===== config.mk =====
export PLATFORM = sky130hd
export DESIGN_NAME = booth_radix8_seq_multiplier_flat
export DESIGN_NICKNAME = d
export VERILOG_FILES = /design/src/rtl/booth_radix8_seq_multiplier_if.sv /design/src/rtl/booth_radix8_seq_multiplier.sv /design/src/flat_wrapper.sv
export SDC_FILE = /design/constraint.sdc
export NUM_CORES = 1
export LEC_CHECK = 0
export ABC_AREA = 1
export BUFFER_PORTS_ARGS = -buffer_cell sky130_fd_sc_hd__buf_4
export CAP_MARGIN = 20
export CORE_UTILIZATION = 55
export DETAILED_ROUTE_END_ITERATION = 7
export PLACE_DENSITY = 0.76
export REMOVE_ABC_BUFFERS = 1
export SLEW_MARGIN = 20
export SYNTH_ARGS = -nofsm -noshare
export SYNTH_HDL_FRONTEND = slang
export SYNTH_SLANG_ARGS = --single-unit

===== constraint.sdc =====
create_clock -name clk -period 4.6 [get_ports clk]
set_clock_uncertainty 0.2 [all_clocks]
set_input_delay 0.46 -clock clk [delete_from_list [all_inputs] [get_ports clk]]
set_output_delay 0.46 -clock clk [all_outputs]
set_load 0.005 [all_outputs]

===== src/rtl/booth_radix8_seq_multiplier_if.sv =====
// Operand, encoder and product signals of the radix-8 Booth sequencer.
// The slave modport is the multiplier itself; the master modport is its
// environment (operand source, combinational Booth encoder, product sink).
interface booth_radix8_seq_multiplier_if #(
  parameter int WIDTH = 32
);
  localparam int PW = 2 * WIDTH;

  logic             in_valid;
  logic             in_ready;
  logic [WIDTH-1:0] in_a;
  logic [WIDTH-1:0] in_b;
  logic [WIDTH-1:0] seg_data;
  logic [3:0]       seg;
  logic [PW-1:0]    pp;
  logic             out_valid;
  logic             out_ready;
  logic [PW-1:0]    out_product;

  modport master (
    output in_valid, in_a, in_b, pp, out_ready,
    input  in_ready, seg_data, seg, out_valid, out_product
  );

  modport slave (
    input  in_valid, in_a, in_b, pp, out_ready,
    output in_ready, seg_data, seg, out_valid, out_product
  );
endinterface


===== src/rtl/booth_radix8_seq_multiplier.sv =====
// Iterative signed 32x32 multiplier built around an external radix-8 Booth
// partial-product encoder. The multiplier is recoded into eleven overlapping
// 4-bit windows, one per cycle; each returned partial product is shifted by
// 3*digit and accumulated into a 64-bit two's-complement result.
// Only WIDTH = 32 is supported (11 digits, 64-bit product).
module booth_radix8_seq_multiplier #(
  parameter int WIDTH = 32
) (
  input  logic                          clk,
  input  logic                          rst_n,
  booth_radix8_seq_multiplier_if.slave  bus
);
  localparam int PW   = 2 * WIDTH;
  localparam int NDIG = 11;
  localparam int MW   = WIDTH + 3;

  typedef enum logic [1:0] {
    IDLE = 2'd0,
    RUN  = 2'd1,
    DONE = 2'd2
  } state_t;

  state_t           state;
  state_t           state_next;
  logic [WIDTH-1:0] seg_data_q;
  logic [MW-1:0]    mreg;
  logic [PW-1:0]    acc;
  logic [3:0]       cnt;
  logic             accept;
  logic [5:0]       shamt;
  logic [PW-1:0]    pp_shifted;

  // The encoder always sees the multiplicand captured at the last accept.
  assign bus.seg_data = seg_data_q;

  // Digit i has weight 8^i, so its partial product lands 3*i bits up.
  assign shamt      = 6'(cnt) * 6'd3;
  assign pp_shifted = bus.pp << shamt;

  // State register; reset aborts any operation in flight.
  always_ff @(posedge clk or negedge rst_n) begin
    if (!rst_n) begin
      state <= IDLE;
    end else begin
      state <= state_next;
    end
  end

  // Next-state decode plus handshake, window and product outputs.
  always_comb begin
    state_next      = state;
    accept          = 1'b0;
    bus.in_ready    = 1'b0;
    bus.out_valid   = 1'b0;
    bus.out_product = '0;
    bus.seg         = 4'b0000;
    case (state)
      IDLE: begin
        bus.in_ready = 1'b1;
        accept       = bus.in_valid;
        if (bus.in_valid) begin
          state_next = RUN;
        end
      end
      RUN: begin
        bus.seg = mreg[3:0];
        if (cnt == 4'(NDIG - 1)) begin
          state_next = DONE;
        end
      end
      DONE: begin
        bus.out_valid   = 1'b1;
        bus.out_product = acc;
        if (bus.out_ready) begin
          state_next = IDLE;
        end
      end
      default: begin
        state_next = IDLE;
      end
    endcase
  end

  // Operand capture on accept, then one Booth digit accumulated per RUN cycle;
  // the multiplier register carries two sign copies above b and a zero b[-1].
  always_ff @(posedge clk or negedge rst_n) begin
    if (!rst_n) begin
      seg_data_q <= '0;
      mreg       <= '0;
      acc        <= '0;
      cnt        <= '0;
    end else if (accept) begin
      seg_data_q <= bus.in_a;
      mreg       <= {bus.in_b[WIDTH-1], bus.in_b[WIDTH-1], bus.in_b, 1'b0};
      acc        <= '0;
      cnt        <= '0;
    end else if (state == RUN) begin
      acc  <= acc + pp_shifted;
      mreg <= {{3{mreg[MW-1]}}, mreg[MW-1:3]};
      cnt  <= cnt + 4'd1;
    end
  end
endmodule


===== src/flat_wrapper.sv =====
// flat-port wrapper written by rule: the top's interface ports become plain ports
module booth_radix8_seq_multiplier_flat 
#(
  parameter int WIDTH = 32
)
  (clk, rst_n, bus_in_valid, bus_in_a, bus_in_b, bus_pp, bus_out_ready, bus_in_ready, bus_seg_data, bus_seg, bus_out_valid, bus_out_product);
  booth_radix8_seq_multiplier_if #(.WIDTH(WIDTH)) bus_i ();
  input  logic clk;
  input  logic rst_n;
  input wire logic [$bits(bus_i.in_valid)-1:0] bus_in_valid;
  input wire logic [$bits(bus_i.in_a)-1:0] bus_in_a;
  input wire logic [$bits(bus_i.in_b)-1:0] bus_in_b;
  input wire logic [$bits(bus_i.pp)-1:0] bus_pp;
  input wire logic [$bits(bus_i.out_ready)-1:0] bus_out_ready;
  output wire logic [$bits(bus_i.in_ready)-1:0] bus_in_ready;
  output wire logic [$bits(bus_i.seg_data)-1:0] bus_seg_data;
  output wire logic [$bits(bus_i.seg)-1:0] bus_seg;
  output wire logic [$bits(bus_i.out_valid)-1:0] bus_out_valid;
  output wire logic [$bits(bus_i.out_product)-1:0] bus_out_product;
  assign bus_i.in_valid = bus_in_valid;
  assign bus_i.in_a = bus_in_a;
  assign bus_i.in_b = bus_in_b;
  assign bus_i.pp = bus_pp;
  assign bus_i.out_ready = bus_out_ready;
  assign bus_in_ready = bus_i.in_ready;
  assign bus_seg_data = bus_i.seg_data;
  assign bus_seg = bus_i.seg;
  assign bus_out_valid = bus_i.out_valid;
  assign bus_out_product = bus_i.out_product;
  booth_radix8_seq_multiplier #(.WIDTH(WIDTH)) u_core (.clk(clk), .rst_n(rst_n), .bus(bus_i));
endmodule

==> reports/qor.csv <==
metric,value,unit
status,"complete, but fails checks",
failing checks,hold timing,
HPWL Detailed,44600,um
Final min period,4.49,ns
initial antenna violation count,1,
asr flop ratio synth,100,%
Detail Route Antenna Nets,0,
Hold WS,-0.000384,ns
final hold vios,1,
Placement Rows,59,
dpl cells,3014,
GP Congestion,1.11,
Nets,2915,
CTS sink cnt,136,
first-pass GRT wire length,88100,um
largest net degree at the start of global routing,78,
DR iter-0 viols,2490,
RSZ-0062 raised after global routing,yes,
H-tree lvl count,4,
largest family of logic cells by synthesized area,simple AND/OR/NAND/NOR gates,
placed inst area,16800,um^2
Cell variety after synth,53,
Synth Flop Type,dfrtp_1,
final std cells w/o fill,3062,
Die H,165,um
final WL,59700,um
vias in the first global route,16500,
share of cells above drive strength 1,20.5,%
P&R area growth vs syn,25.7,%
Top Ports,234,
post-synthesis mux area share,1.58,%
IO Port Bufs,233,
GRT overflow,0,
root buffer cell,clkbuf_16,
clock buffer count from CTS,17,
worst-skew pair later-pin latency,0.44,ns
Slew Limit Fails,0,
Initial Util,56.0,%
"Avg Cell Area, Syn",5.84,um^2
"EDFF count, synth",0,
post-synthesis xor/xnor area fraction,0.232,%
"Cell Area, Synth",14500,um^2
Worst Path Required,4.76,ns
fin area,18300,um^2
Post-Synth Simple-Gate Area,41.2,%
post-synth top area share,23.4,%
Hold Path Class,in2reg,
Residual DRC,0,
Synth Area in Compound Gates,16.8,%
total number of yosys warnings,0,
CP max FO,25,
"Seq/Total Area, Yosys",23.4,%
crit start category,flip-flop,
die area,27100,um^2
max frequency,0.223,GHz
Worst Setup Path Type,reg2reg,
Worst setup EP type,flip-flop,
FILL cells,2246,
area of the core,26000,um^2
Seq cells post-synth,136,
Synth area leader,dfrtp_1,
total track usage,42.4,%
Max Root-Sink Buffers,2,
actual transition at the worst max-transition pin,0.961,ns
Crit path arrival time,4.65,ns
max_cap viols,0,
Area contributors post-synth,"dfrtp_1 (23%), nand2_1 (21%), nand3_1 (9.0%)",
Slew headroom,35.9,%
via-per-instance ratio,6.03,
vias post-DR,18500,
Syn Inst Count,2489,
crit share post-route,97.6,%
Avg WL per Cell,19.5,um
TritonCTS clock tree,yes,
Synth Area in Adders,6.13,%
clk slew on worst S/H paths,0.08,ns
Setup-failing EPs final,0,
Die Wd,165,um
number of detailed-route iterations in the first pass,6,
-- final cells by class --
class,instances,area (um^2),share of cell area [%]
inverters,248,946,5.18
diodes,1,2.50,0.0137
flip-flops and latches,136,3400,18.6
repair buffers,315,2570,14.1
clock buffers,17,425,2.33
well taps,335,419,2.29
clock inverters,15,200,1.10
multi-input cells,1995,10300,56.4
-- cells in the mapped netlist (10+ instances only) --
cell type and number:
buf_6 14, a21oi_1 113, o22ai_1 19, mux2i_1 23
nand3_1 262, clkbuf_1 33, buf_4 10, nor2_1 311
a31oi_1 11, o211ai_1 10, ha_1 68, buf_2 36
dfrtp_1 136, inv_1 240, nand4_1 10, o21ai_0 140
nor3_1 14, a22oi_1 10, o21ai_1 83, nand2_1 825
buf_1 16
-- per-layer routing --
layer	global-route usage [%]	wire, um	vias to the layer above
met4	19.6	3020	0
li1	-	-	8592
met5	0	0	-
met2	67.7	26800	1170
met3	9.87	6340	239
met1	54.1	23500	8456
-- cell usage in the layout, fill, tap and decap left out, types with 12 or more instances in the layout --
| cell | n |
|---|---|
| o21ai_2 | 42 |
| ha_2 | 19 |
| nand2_2 | 24 |
| o22ai_1 | 19 |
| dfrtp_1 | 135 |
| nand2_1 | 806 |
| a21oi_2 | 23 |
| buf_4 | 296 |
| ha_1 | 43 |
| o21ai_0 | 114 |
| o21ai_1 | 74 |
| nor2_2 | 38 |
| nand3_1 | 257 |
| nor2_1 | 270 |
| a21oi_1 | 94 |
| buf_12 | 12 |
| mux2i_1 | 15 |
| clkbuf_16 | 19 |
| inv_1 | 235 |
-- registers in the layout, summed over array words and instances, names as in the netlist --
| signal | count |
|---|---|
| u_core.acc | 64 |
| u_core.mreg | 34 |
| u_core.bus.seg_data | 32 |
| u_core.cnt | 4 |
| u_core.state | 2 |
-- worst paths after layout --
kind,start,slack (ns),to,cells after the start
min,bus_in_a[10],-0.0004,u_core.bus.seg_data[10]$_DFFE_PN0P_,3
max reg2reg,u_core.cnt[1]$_DFFE_PN0P_,0.11,u_core.acc[48]$_DFFE_PN0P_,21
min reg2reg,u_core.bus.seg_data[22]$_DFFE_PN0P_,0.28,u_core.bus.seg_data[22]$_DFFE_PN0P_,2
max in group asynchronous,rst_n,2.91,u_core.mreg[31]$_DFFE_PN0P_,3
min in group asynchronous,rst_n,0.38,u_core.acc[60]$_DFFE_PN0P_,2
max,u_core.cnt[1]$_DFFE_PN0P_,0.11,u_core.acc[48]$_DFFE_PN0P_,21
-- critical path: stages, from the launching register on --
cell     delay [ns]
dfrtp_1        0.40
ha_2           0.21
inv_1          0.07
fa_2           0.66
inv_2          0.10
buf_12         0.17
o21ai_1        0.22
o21ai_2        0.09
or2_1          0.24
a21oi_2        0.17
buf_4          0.15
ha_1           0.29
a21oi_1        0.25
o21ai_0        0.20
a21oi_2        0.24
buf_4          0.15
o21ai_0        0.08
nand2_1        0.10
nand3_2        0.14
nand2_1        0.09
nand2_1        0.05
o22ai_1        0.13
-- metrics by stage --
| stage | utilization (%) | worst slack (ns) | TNS [ns] |
|---|---|---|---|
| after floorplan | - | -2.77 | -164.88 |
| after global placement | 64.6 | -0.0718 | -0.0718 |
| after detailed placement | 64.6 | -0.0258 | -0.0532 |
| after CTS | 67.1 | 0.0139 | 0 |
| after global routing | 70.3 | -0.134 | -0.821 |
| final | 70.3 | 0.109 | 0 |
-- timing repair --
action,CTS,global route
hold endpoints to repair,70,0
endpoints found under the setup margin,5,47
hold buffers,1,0
cloned,0,2
gates resized for setup,3,221
buffers inserted,0,12
pin swaps,0,19
-- logic make-up after synthesis --
kind of cell               Yosys count
muxes                               23
and+or+nand+nor                   1462
adders and majority gates           70
DFF                                136
xor gates and xnor gates             3
buffers and inverters              358
AOI/OAI and AO/OA                  437
Power is left out: the tool's default activity adds up to more than one toggle a clock period on the data nets, which glitch-free logic cannot reach.
